`src/rtl/ahblite_slave_mux_if.sv`:
```
// ahblite_slave_mux_if: AHB-Lite data-phase response bus between decoder/slaves, master and the mux
interface ahblite_slave_mux_if;
  logic [7:0]   HSEL_A;
  logic [1:0]   HTRANS;
  logic         HREADY;
  logic [255:0] HRDATA_S;
  logic [7:0]   HREADYOUT_S;
  logic [7:0]   HRESP_S;
  logic [31:0]  HRDATA;
  logic         HREADY_OUT;
  logic         HRESP;
  modport slave (
    input  HSEL_A, HTRANS, HREADY, HRDATA_S, HREADYOUT_S, HRESP_S,
    output HRDATA, HREADY_OUT, HRESP
  );
  modport master (
    output HSEL_A, HTRANS, HREADY, HRDATA_S, HREADYOUT_S, HRESP_S,
    input  HRDATA, HREADY_OUT, HRESP
  );
endinterface

```
`src/rtl/ahblite_slave_mux.sv`:
```
// ahblite_slave_mux: registers the decoder selection per address phase and muxes slave responses, with a default error slave
module ahblite_slave_mux #(
  parameter int NUM_SLAVES = 5,
  parameter bit ERR_EN     = 1
) (
  input logic          HCLK,
  input logic          HRESET,
  ahblite_slave_mux_if.slave bus
);
  typedef enum logic [1:0] {DS_IDLE, DS_ERR1, DS_ERR2} ds_state_t;
  ds_state_t state, next_state;
  logic       sel_v;
  logic [2:0] sel_idx;
  logic       hit;
  logic [2:0] idx;
  logic       err_start;
  // descending scan so the lowest set in-range bit wins on multi-hot input
  always_comb begin
    hit = 1'b0;
    idx = 3'd0;
    for (int i = NUM_SLAVES - 1; i >= 0; i--)
      if (bus.HSEL_A[i]) begin
        hit = 1'b1;
        idx = 3'(i);
      end
  end
  assign err_start = ERR_EN && bus.HREADY && bus.HTRANS[1] && !hit;
  always_comb begin
    next_state = DS_IDLE;
    case (state)
      DS_IDLE: next_state = err_start ? DS_ERR1 : DS_IDLE;
      DS_ERR1: next_state = DS_ERR2;
      DS_ERR2: next_state = err_start ? DS_ERR1 : DS_IDLE;
      default: next_state = DS_IDLE;
    endcase
  end
  always_ff @(posedge HCLK or posedge HRESET) begin
    if (HRESET) begin
      state   <= DS_IDLE;
      sel_v   <= 1'b0;
      sel_idx <= 3'd0;
    end else begin
      state <= next_state;
      if (bus.HREADY) begin
        sel_v   <= hit;
        sel_idx <= idx;
      end
    end
  end
  assign bus.HRDATA     = sel_v ? bus.HRDATA_S[{sel_idx, 5'd0} +: 32] : 32'd0;
  assign bus.HREADY_OUT = sel_v ? bus.HREADYOUT_S[sel_idx] : (state != DS_ERR1);
  assign bus.HRESP      = sel_v ? bus.HRESP_S[sel_idx] : (state != DS_IDLE);
endmodule

```
`src/flat_wrapper.sv`:
```
// flat-port wrapper written by rule: the top's interface ports become plain ports
module ahblite_slave_mux_flat 
#(
  parameter int NUM_SLAVES = 5,
  parameter bit ERR_EN     = 1
)
  (HCLK, HRESET, bus_HSEL_A, bus_HTRANS, bus_HREADY, bus_HRDATA_S, bus_HREADYOUT_S, bus_HRESP_S, bus_HRDATA, bus_HREADY_OUT, bus_HRESP);
  ahblite_slave_mux_if bus_i ();
  input logic HCLK;
  input logic HRESET;
  input wire logic [$bits(bus_i.HSEL_A)-1:0] bus_HSEL_A;
  input wire logic [$bits(bus_i.HTRANS)-1:0] bus_HTRANS;
  input wire logic [$bits(bus_i.HREADY)-1:0] bus_HREADY;
  input wire logic [$bits(bus_i.HRDATA_S)-1:0] bus_HRDATA_S;
  input wire logic [$bits(bus_i.HREADYOUT_S)-1:0] bus_HREADYOUT_S;
  input wire logic [$bits(bus_i.HRESP_S)-1:0] bus_HRESP_S;
  output wire logic [$bits(bus_i.HRDATA)-1:0] bus_HRDATA;
  output wire logic [$bits(bus_i.HREADY_OUT)-1:0] bus_HREADY_OUT;
  output wire logic [$bits(bus_i.HRESP)-1:0] bus_HRESP;
  assign bus_i.HSEL_A = bus_HSEL_A;
  assign bus_i.HTRANS = bus_HTRANS;
  assign bus_i.HREADY = bus_HREADY;
  assign bus_i.HRDATA_S = bus_HRDATA_S;
  assign bus_i.HREADYOUT_S = bus_HREADYOUT_S;
  assign bus_i.HRESP_S = bus_HRESP_S;
  assign bus_HRDATA = bus_i.HRDATA;
  assign bus_HREADY_OUT = bus_i.HREADY_OUT;
  assign bus_HRESP = bus_i.HRESP;
  ahblite_slave_mux #(.NUM_SLAVES(NUM_SLAVES), .ERR_EN(ERR_EN)) u_core (.HCLK(HCLK), .HRESET(HRESET), .bus(bus_i));
endmodule
```
`config.mk`:
```
export PLATFORM = sky130hd
export DESIGN_NAME = ahblite_slave_mux_flat
export DESIGN_NICKNAME = d
export VERILOG_FILES = /design/src/rtl/ahblite_slave_mux_if.sv /design/src/rtl/ahblite_slave_mux.sv /design/src/flat_wrapper.sv
export SDC_FILE = /design/constraint.sdc
export NUM_CORES = 1
export LEC_CHECK = 0
export BUFFER_PORTS_ARGS = -buffer_cell sky130_fd_sc_hd__buf_4
export CAP_MARGIN = 20
export CORE_AREA = 5 5 119 121
export CTS_CLUSTER_SIZE = 16
export DETAILED_ROUTE_END_ITERATION = 8
export DIE_AREA = 0 0 124 126
export SLEW_MARGIN = 20
export SYNTH_ARGS = -nofsm -noshare
export SYNTH_HDL_FRONTEND = slang
export SYNTH_SLANG_ARGS = --single-unit
```
`constraint.sdc`:
```
create_clock -name HCLK -period 2.5 [get_ports HCLK]
set_clock_uncertainty 0.2 [all_clocks]
set_input_delay 0.125 -clock HCLK [delete_from_list [all_inputs] [get_ports HCLK]]
set_output_delay 0.125 -clock HCLK [all_outputs]
set_load 0.05 [all_outputs]
```
==> impl_results.md, run 1 <==
- RSZ-0062 raised after global routing: no
- Die height: 126 um
- Initial Utilization: 0.190
- Top post-synthesis cells by area: mux4_2 (60%), a21boi_0 (9.7%), nand2_1 (9.7%), dfrtp_1 (6.1%), mux2i_1 (3.6%)
- Area fraction of the dominant cell type after synthesis: 0.602
- Peak Freq: 431 MHz
- CTS Sinks: 6
- Post-synthesis compound-gate area fraction: 0.114
- Post-Synth Simple-Gate Area: 0.117
- Die Wd: 124 um
- Post-synth top cells: mux4_2 (66), nand2_1 (64), a21boi_0 (32), clkbuf_1 (9), mux2i_1 (9)
- Synth unique cells: 26
- CP Data Required Time: 2.17 ns
- Pre-CTS WS: 0.403 ns
- Number of failing hold endpoints at the final stage: 0
- Hold Buf Count CTS: 7
- Most frequent cell after synthesis: mux4_2
- Setup TNS: 0 ns
- Largest net degree at the start of global routing: 36
- Ys async rst share: 1.00
- Setup bufs post-CTS: 0
- Leak Pwr: 2.43 nW
- PD cells: between 300 and 400 nW/um^2
- Initial antenna violation count: 0
- Area growth, synth to finish: 109%
- DR vias: 3,294
- Layout cells sized above 1: 0.744
- Vias per Instance: 4.65
- Number of global-route vias before repair: 3,694
- Slew HR: 0.742
- Crit path DAT: 2.00 ns
- Reg2Reg Setup Slack: ~1.1 ns
- Routed Antenna Nets: 0
- Ports: about 320
- RD Place Congestion: 0.897
- Row cnt: between 40 and 50
- Initial drt markers: 84
- Post-Synthesis Cells: 223
- First-pass GRT wire length: between 15,000 and 20,000 um
- #FFs+latches synth: 6
- Antenna diodes: 0
- CTS clk-pin slew, worst paths: 0.03 ns
- Syn avg cell area: 11.1 um^2
- Total track usage: 0.164
- DRT Pass-1 Iters: 5
- Endpoint type of the worst setup path: output pin
- Placed instance area: around 5000 um^2
- H-tree depth: 1
- Num CTS Buffers: 3
- Portion of netlist area occupied by mux cells: 0.638
- Synthesized net count: between 500 and 600
- Post-route cell area: a little over 5000 um^2
- VDD IR max: 0.000260 V
- Drt wl/cell: 19.9 um
- Post-synth EDFFs: 0
- Main combinational cell family by area after synthesis: multiplexers
- Sequential cell area fraction in the yosys report: 0.0608
- Final Max Tran Viols: 0
- Area leader, netlist: mux4_2
- Buffers on Ports: 314
- Clk buf depth: 2
- Status: finished clean
- Reg2reg start: u_core.state[0]$_DFF_PP0_
- Clock period minus worst slack: 2.32 ns
- Hold Slack: 0.0138 ns
- Root buf cell: clkbuf_16
- Actual slew at the worst max-slew pin: approximately 0.38 ns
- Synth Cell Area: 2470 um^2
- Critical setup path kind: reg2out
- # fillers: 1,270
- Core footprint: approximately 13,000 um^2
- FF-to-FF path depth: 2
- Reg2Reg Capture Point: u_core.state[0]$_DFF_PP0_
- Remaining global-route overflow: 0
- Worst min path class: in2reg
- Setup ws final: 0.179 ns
- Synth warnings: 0
- Max Cap Violations: 0
- Fin crit share: 0.929
- Clk_lat worst skew: 0.23 ns
- Post-Synth XOR/XNOR Area: 0
- Die area: about 16,000 um^2
- Residual DRC: 0
- Setup violators final: 0
- Post-CTS Resized: 0
- Adder-Cell Fraction of Synth Area: 0
- Worst-path fanout max: 35
- Startpoint Class: flip-flop
- CTS tree: built
- Top FF cell, synth: dfrtp_1
- NumNets Final: between 800 and 900
- Total Wirelength: 14,100 um
- Worst Setup EP: bus_HREADY_OUT
- CP startpoint: u_core.sel_idx[0]$_DFFE_PP0P_
- Detailed Place HPWL: 12,200 um
## power breakdown
group          switching (mW)  internal [mW]  leakage, nW
registers             0.00869          0.103       0.0739
clock network          0.0508          0.205       0.0370
logic                   0.648          0.698         2.32
## flip-flops by register name, summed over array words and instances, names as in the netlist
name and flops:
u_core.state 2, u_core.sel_idx 3, u_core.sel_v 1
## layout make-up
type,count,area (um^2),share of cell area
multi-input combinational,186,2150,0.416
sequential,6,155,0.0301
timing repair buffer,332,2550,0.493
tap,176,220,0.0427
clock buffer,3,75.1,0.0145
inverter,5,18.8,0.00364
## per-layer routing
layer / wire length (um) / part of all wire / global-route usage / vias up
met5: 0 / 0 / 0 / -
met4: 205 / 0.015 / 0.0322 / 0
met3: 1620 / 0.11 / 0.0435 / 12
met2: 7370 / 0.52 / 0.310 / 184
met1: 4890 / 0.35 / 0.183 / 1587
li1: - / - / - / 1511
## cells by family (layout without fill, tap and decap cells)
group / after synthesis / after routing
AO/OA/AOI/OAI: 39 / 39
buffers and inverters: 31 / 340
flip-flops: 6 / 6
multiplexers: 75 / 75
AND/OR/NAND/NOR: 72 / 72
## cells in the final DEF (no fill, tap or decap)
master,instances
buf_4,322
mux4_2,66
nand2_1,64
a21boi_1,32
mux2i_1,9
dlygate4sd3_1,7
inv_1,4
dfrtp_1,4
clkbuf_16,3
buf_12,3
a21oi_1,2
o21ai_0,2
nor4_1,1
nand3b_1,1
o21a_1,1
nand2b_1,1
o22ai_1,1
nor3b_1,1
clkinv_1,1
nor2b_1,1
nor3_1,1
nand3_1,1
nor2_1,1
o211ai_1,1
dfrtp_4,1
dfrtp_2,1
## how the worst min path moves through the flow
stage                  start                            end  slack, ns  cells past startpoint
2_1_floorplan         HRESET  u_core.sel_idx[0]$_DFFE_PP0P_      -0.28                      1
3_3_place_gp          HRESET      u_core.state[0]$_DFF_PP0_      -0.15                      2
3_5_place_dp          HRESET       u_core.sel_v$_DFFE_PP0P_      -0.15                      2
4_1_cts        bus_HSEL_A[3]  u_core.sel_idx[1]$_DFFE_PP0P_      0.005                      3
5_1_grt        bus_HSEL_A[1]  u_core.sel_idx[0]$_DFFE_PP0P_       0.03                      3
6_report       bus_HSEL_A[3]  u_core.sel_idx[1]$_DFFE_PP0P_       0.01                      3
## critical path, cell delays in order (launching register included)
cell	delay, ns
dfrtp_4	0.49
buf_12	0.19
mux2i_1	0.15
mux4_2	0.52
mux2i_1	0.16
buf_4	0.22
## through the flow
stage / power (mW) / utilization / cells
floorplan: 0.886 / - / 223
global placement: 1.44 / 0.387 / 698
detailed placement: 1.46 / 0.387 / 698
CTS: 1.73 / 0.398 / 708
global route: 1.80 / 0.398 / 708
finish: 1.71 / 0.398 / 708
Note: power is estimated with default switching activity, not from simulation.
==> run 2, diff against run 1 <==
--- a/config.mk
+++ b/config.mk
@@ -7,10 +7,11 @@
 export LEC_CHECK = 0
 export BUFFER_PORTS_ARGS = -buffer_cell sky130_fd_sc_hd__buf_4
 export CAP_MARGIN = 20
-export CORE_AREA = 5 5 119 121
+export CORE_AREA = 5 5 121 123
+export CTS_BUF_LIST = sky130_fd_sc_hd__clkbuf_8
 export CTS_CLUSTER_SIZE = 16
 export DETAILED_ROUTE_END_ITERATION = 8
-export DIE_AREA = 0 0 124 126
+export DIE_AREA = 0 0 126 128
 export SLEW_MARGIN = 20
 export SYNTH_ARGS = -nofsm -noshare
 export SYNTH_HDL_FRONTEND = slang
==> run 2 against run 1 <==
- non-clock buffer count unchanged
- sequential share of layout area about the same
- sequential cell count is the same
- highest routed layer is now met5
==> impl_results.md, run 2 (same netlist as run 1, synthesis figures left out) <==
- Largest net degree at the start of global routing: 39
- Crit path DAT: between 2 and 2.5 ns
- # fillers: between 1,000 and 1,500
- Initial Utilization: 0.182
- First-pass GRT wire length: just under 20,000 um
- Worst-path fanout max: 3
- Met2 global-route usage: 0.280
- Total track usage: 0.154
- CP delay by family, top: buffers and inverters
- DRT Pass-1 Iters: 4
- Slew HR: 0.726
- Critical setup path kind: in2reg
- Row cnt: 43
- Die Wd: approximately 130 um
- Vias per Instance: between 4 and 5
- Commonest non-fill, non-tap cell in the layout: buf_4
- Register area: 155 um^2
- Remaining global-route overflow: 0
- CTS tree: built
- Global route hottest layer: met2
- PD cells: 313 nW/um^2
- CP Data Required Time: 2.46 ns
- CP dominant cell by count: dlygate4sd3_1
- Buffers on Ports: 314
- Endpoint type of the worst setup path: flip-flop
- Layout cells sized above 1: 0.743
- RSZ-0062 raised after global routing: no
- Status: finished clean
- Most frequent cells in the layout: buf_4 (320), mux4_2 (66), nand2_1 (64), a21boi_1 (32), mux2i_1 (9)
- Initial drt markers: 113
- Die height: 128 um
- Clock period minus worst slack: between 2 and 2.5 ns
- CP peak stage delay: 0.56 ns
- Max reg flops: 3
- H-tree depth: 1
- Antenna diodes: 0
- Drt wl/cell: 19.4 um
- Ports: ~320
- Most flop-heavy register: u_core.sel_idx
- Total Wirelength: 13,900 um
- Fin crit share: 0.952
- Final Max Tran Viols: 0
- CTS clk-pin slew, worst paths: 0.04 ns
- Area growth, synth to finish: 109%
- Fin util: 0.381
- Crit path depth: 7
- Leak Pwr: ~2.4 nW
- Num CTS Buffers: 3
- Multi-input logic area: about 2200 um^2
- Clk_lat worst skew: between 0.2 and 0.25 ns
- Startpoint Class: input port
- Residual DRC: 0
- FF-to-FF path depth: 4
- Hold Crit Depth: 3
- Worst min path class: in2reg
- Met1 GRT Util: 0.182
- CTS Sinks: 6
- Peak Freq: 420 MHz
- Hold Slack: 0.0253 ns
- Setup violators final: 0
- Number of failing hold endpoints at the final stage: 0
- VDD IR max: 0.000230 V
- Root buf cell: clkbuf_8
- Critical Path, Cell by Cell: dlygate4sd3_1 -> buf_4 -> nor4_2 -> nand3_1 -> dlygate4sd3_1 -> o21ai_0 -> dlygate4sd3_1
- CP max-delay cell: dlygate4sd3_1
- Initial antenna violation count: 2
- Setup TNS: 0 ns
- CP bufs+invs: 4
- Core footprint: between 10,000 and 15,000 um^2
- RD Place Congestion: 1.01
- M3 GR Usage: 0.0371
- DR vias: about 3,300
- Number of global-route vias before repair: 3,624
- Power Total: around 1.6 mW
- Final std cells w/o fill: 713
- Largest regs: u_core.sel_idx x3, u_core.state x2, u_core.sel_v x1
- NumNets Final: between 800 and 900
- Max Cap Violations: 0
- Actual slew at the worst max-slew pin: 0.411 ns
- Routed Antenna Nets: 0
- Clk buf depth: 2
- Setup bufs post-CTS: 0
- Inst Count DP: 700
- Die area: 16,100 um^2
- Detailed Place HPWL: 11,700 um
-- run 2: worst paths after layout --
check                      slack (ns)                             to                           from
setup / recovery                 0.12  u_core.sel_idx[2]$_DFFE_PP0P_                  bus_HSEL_A[2]
hold reg to reg                  0.25      u_core.state[1]$_DFF_PP0_      u_core.state[1]$_DFF_PP0_
max in group asynchronous        1.71  u_core.sel_idx[0]$_DFFE_PP0P_                         HRESET
min in group asynchronous        0.18      u_core.state[1]$_DFF_PP0_                         HRESET
hold / removal                   0.03  u_core.sel_idx[1]$_DFFE_PP0P_                  bus_HSEL_A[3]
setup reg to reg                 0.55  u_core.sel_idx[0]$_DFFE_PP0P_  u_core.sel_idx[0]$_DFFE_PP0P_
-- run 2: where the power goes --
group	internal (mW)	switching, mW
clock network	0.106	0.0428
registers	0.102	0.0158
logic	0.708	0.642
total	0.916	0.701
-- run 2: metrics by stage --
stage	cell area, um^2	worst slack (ns)
2_1_floorplan	2470	0.157
3_3_place_gp	5010	0.277
3_5_place_dp	5010	0.273
4_1_cts	5130	0.0321
5_1_grt	5170	0.0482
6_report	5170	0.119
-- run 2: worst min-delay path: cells and delay by family --
family,cells,cell delay (ns)
AOI/OAI and AO/OA,2,0.18
buffers and inverters,1,0.10
-- run 2: repair_timing --
action                                  in CTS  in global routing
endpoints found under the hold margin       11                  0
hold buffers                                 8                  0
resized for setup                            0                  2
endpoints found under the setup margin       0                  6
-- run 2: area by class of cell --
type / instances / area share
clock inverters: 1 / 0.000726
clock buffers: 3 / 0.00798
well taps: 180 / 0.0436
flip-flops and latches: 6 / 0.0300
inverters: 5 / 0.00363
multi-input cells: 186 / 0.416
repair buffers: 332 / 0.498
-- run 2: metal layers --
| layer | vias to the layer above | part of all wire |
|---|---|---|
| li1 | 1512 | - |
| met1 | 1599 | 0.37 |
| met2 | 209 | 0.52 |
| met3 | 25 | 0.094 |
| met4 | 4 | 0.020 |
| met5 | - | 0.0011 |
==> run 3, diff against run 2 <==
--- a/config.mk
+++ b/config.mk
@@ -5,7 +5,7 @@
 export SDC_FILE = /design/constraint.sdc
 export NUM_CORES = 1
 export LEC_CHECK = 0
-export BUFFER_PORTS_ARGS = -buffer_cell sky130_fd_sc_hd__buf_4
+export BUFFER_PORTS_ARGS = -buffer_cell sky130_fd_sc_hd__buf_2
 export CAP_MARGIN = 20
 export CORE_AREA = 5 5 121 123
 export CTS_BUF_LIST = sky130_fd_sc_hd__clkbuf_8
==> run 3 against run 2 <==
- sequential share of layout area grew 0.59 points
- global-route usage fell by 1.1 points
- sequential cell count did not move
- total power decreased by 13%
- core utilization is 6.3 points lower
- largest power group unchanged
- hold slack got worse by 0.0086 ns
- first-iteration DRC count rose by 7.1%
- die area did not move
- combinational power fell by 14%
- non-clock buffer count fell by 3
==> impl_results.md, run 3 (same netlist as run 1, synthesis figures left out) <==
- Die Wd: 126 um
- RD Place Congestion: 0.830
- CTS clk-pin slew, worst paths: 0.04 ns
- Commonest non-fill, non-tap cell in the layout: buf_2
- Vias per Instance: 4.60
- # fillers: 1,440
- NumNets Final: 816
- Setup bufs post-CTS: 0
- CP delay by family, top: multiplexers
- CP dominant cell by count: mux2i_1
- Fin util: 0.319
- Max reg flops: 3
- Peak Freq: 430 MHz
- PD cells: approximately 330 nW/um^2
- CP max-delay cell: dfrtp_4
- Power Total: 1.41 mW
- Largest net degree at the start of global routing: 40
- Root buf cell: clkbuf_8
- Most flop-heavy register: u_core.sel_idx
- Detailed Place HPWL: 11,200 um
- Final Max Tran Viols: 0
- Max Cap Violations: 0
- Status: finished clean
- Crit path DAT: 2.00 ns
- CTS Sinks: 6
- H-tree depth: 1
- CP Data Required Time: 2.17 ns
- Setup ws final: about 0.18 ns
- Number of failing hold endpoints at the final stage: 0
- Antenna diodes: 0
- Total track usage: 0.143
- VDD IR max: 0.000312 V
- Remaining global-route overflow: 0
- CTS tree: built
- Setup TNS: 0 ns
- Largest regs: u_core.sel_idx x3, u_core.state x2, u_core.sel_v x1
- Die area: 16,100 um^2
- Setup violators final: 0
- CP bufs+invs: 2
- Initial antenna violation count: 1
- Routed Antenna Nets: 0
- Startpoint Class: flip-flop
- Register area: 155 um^2
- Layout cells sized above 1: 0.747
- RSZ-0062 raised after global routing: no
- Residual DRC: 0
- Clk_lat worst skew: 0.22 ns
- Actual slew at the worst max-slew pin: 0.396 ns
- Ports: between 300 and 400
- Die height: 128 um
- DR vias: 3,260
- Slew HR: 0.736
- DRT Pass-1 Iters: 4
- Worst-path fanout max: 33
- Num CTS Buffers: 3
- Core footprint: ~14,000 um^2
- Initial drt markers: 121
- Worst min path class: in2reg
- Initial Utilization: 0.182
- Final std cells w/o fill: 709
- Number of global-route vias before repair: 3,483
- Most frequent cells in the layout: buf_2 (314), mux4_2 (66), nand2_1 (64), a21boi_1 (32), mux2i_1 (9)
- Pre-CTS WS: 0.395 ns
- Clk buf depth: 2
- Row cnt: 43
- Inst Count DP: 701
- Critical setup path kind: reg2out
- Endpoint type of the worst setup path: output pin
- Buffers on Ports: 314
- CP peak stage delay: 0.49 ns
- Total Wirelength: about 13,000 um
- Fin crit share: 0.930
- Drt wl/cell: 18.1 um
- Area growth, synth to finish: 74.9%
- Clock period minus worst slack: 2.32 ns
- First-pass GRT wire length: 18,500 um
- Leak Pwr: around 2.1 nW
- Multi-input logic area: 2150 um^2
- Critical Path, Cell by Cell: buf_12 -> mux2i_1 -> mux4_2 -> mux2i_1 -> buf_2
[run 3: tightest hold or removal path: cells and delay by family]
family | cells | cell delay (ns)
buffers and inverters | 1 | 0.10
AOI/OAI and AO/OA | 2 | 0.17
[run 3: per-stage QoR]
step,hold slack (ns),cell area [um^2]
3_5_place_dp,-0.151,4230
6_report,0.0167,4320
4_1_cts,0.00905,4320
2_1_floorplan,-0.284,2470
3_3_place_gp,-0.151,4230
5_1_grt,0.0189,4320
[run 3: timing repair]
action                    in CTS  in global routing
hold buffers                   5                  0
hold endpoints to repair       9                  0
gates resized for setup        0                  0
[run 3: layout make-up]
| cell class | count | share of cell area |
|---|---|---|
| Tap cell | 180 | 0.0521 |
| Inverter | 5 | 0.00434 |
| Sequential cell | 6 | 0.0359 |
| Timing Repair Buffer | 329 | 0.401 |
| Multi-Input combinational cell | 186 | 0.497 |
| Clock buffer | 3 | 0.00956 |
[run 3: power by group]
part	leakage, nW	total, mW	internal (mW)	switching, mW
registers	0.0739	0.109	0.103	0.00630
logic	2.04	1.16	0.525	0.638
clock network	0.0216	0.142	0.103	0.0387
total	2.13	1.41	0.731	0.683
[run 3: worst paths after layout]
check / startpoint / to / slack [ns] / depth (start not counted)
max: u_core.sel_idx[0]$_DFFE_PP0P_ / bus_HREADY_OUT / 0.18 / 5
min: bus_HSEL_A[2] / u_core.sel_idx[1]$_DFFE_PP0P_ / 0.02 / 3
max reg2reg: u_core.sel_idx[0]$_DFFE_PP0P_ / u_core.sel_idx[0]$_DFFE_PP0P_ / 0.79 / 4
min reg2reg: u_core.state[1]$_DFF_PP0_ / u_core.state[1]$_DFF_PP0_ / 0.24 / 1
max in group asynchronous: HRESET / u_core.sel_idx[0]$_DFFE_PP0P_ / 1.72 / 3
min in group asynchronous: HRESET / u_core.state[0]$_DFF_PP0_ / 0.17 / 3
[run 3: metal layers]
metal  up-vias  routed length (um)  global-route usage
li1       1505                   -                   -
met1      1540                5050               0.178
met2       195                6480               0.255
met3        18                1050              0.0271
met4         2                 236              0.0353
met5         -                  13                   0
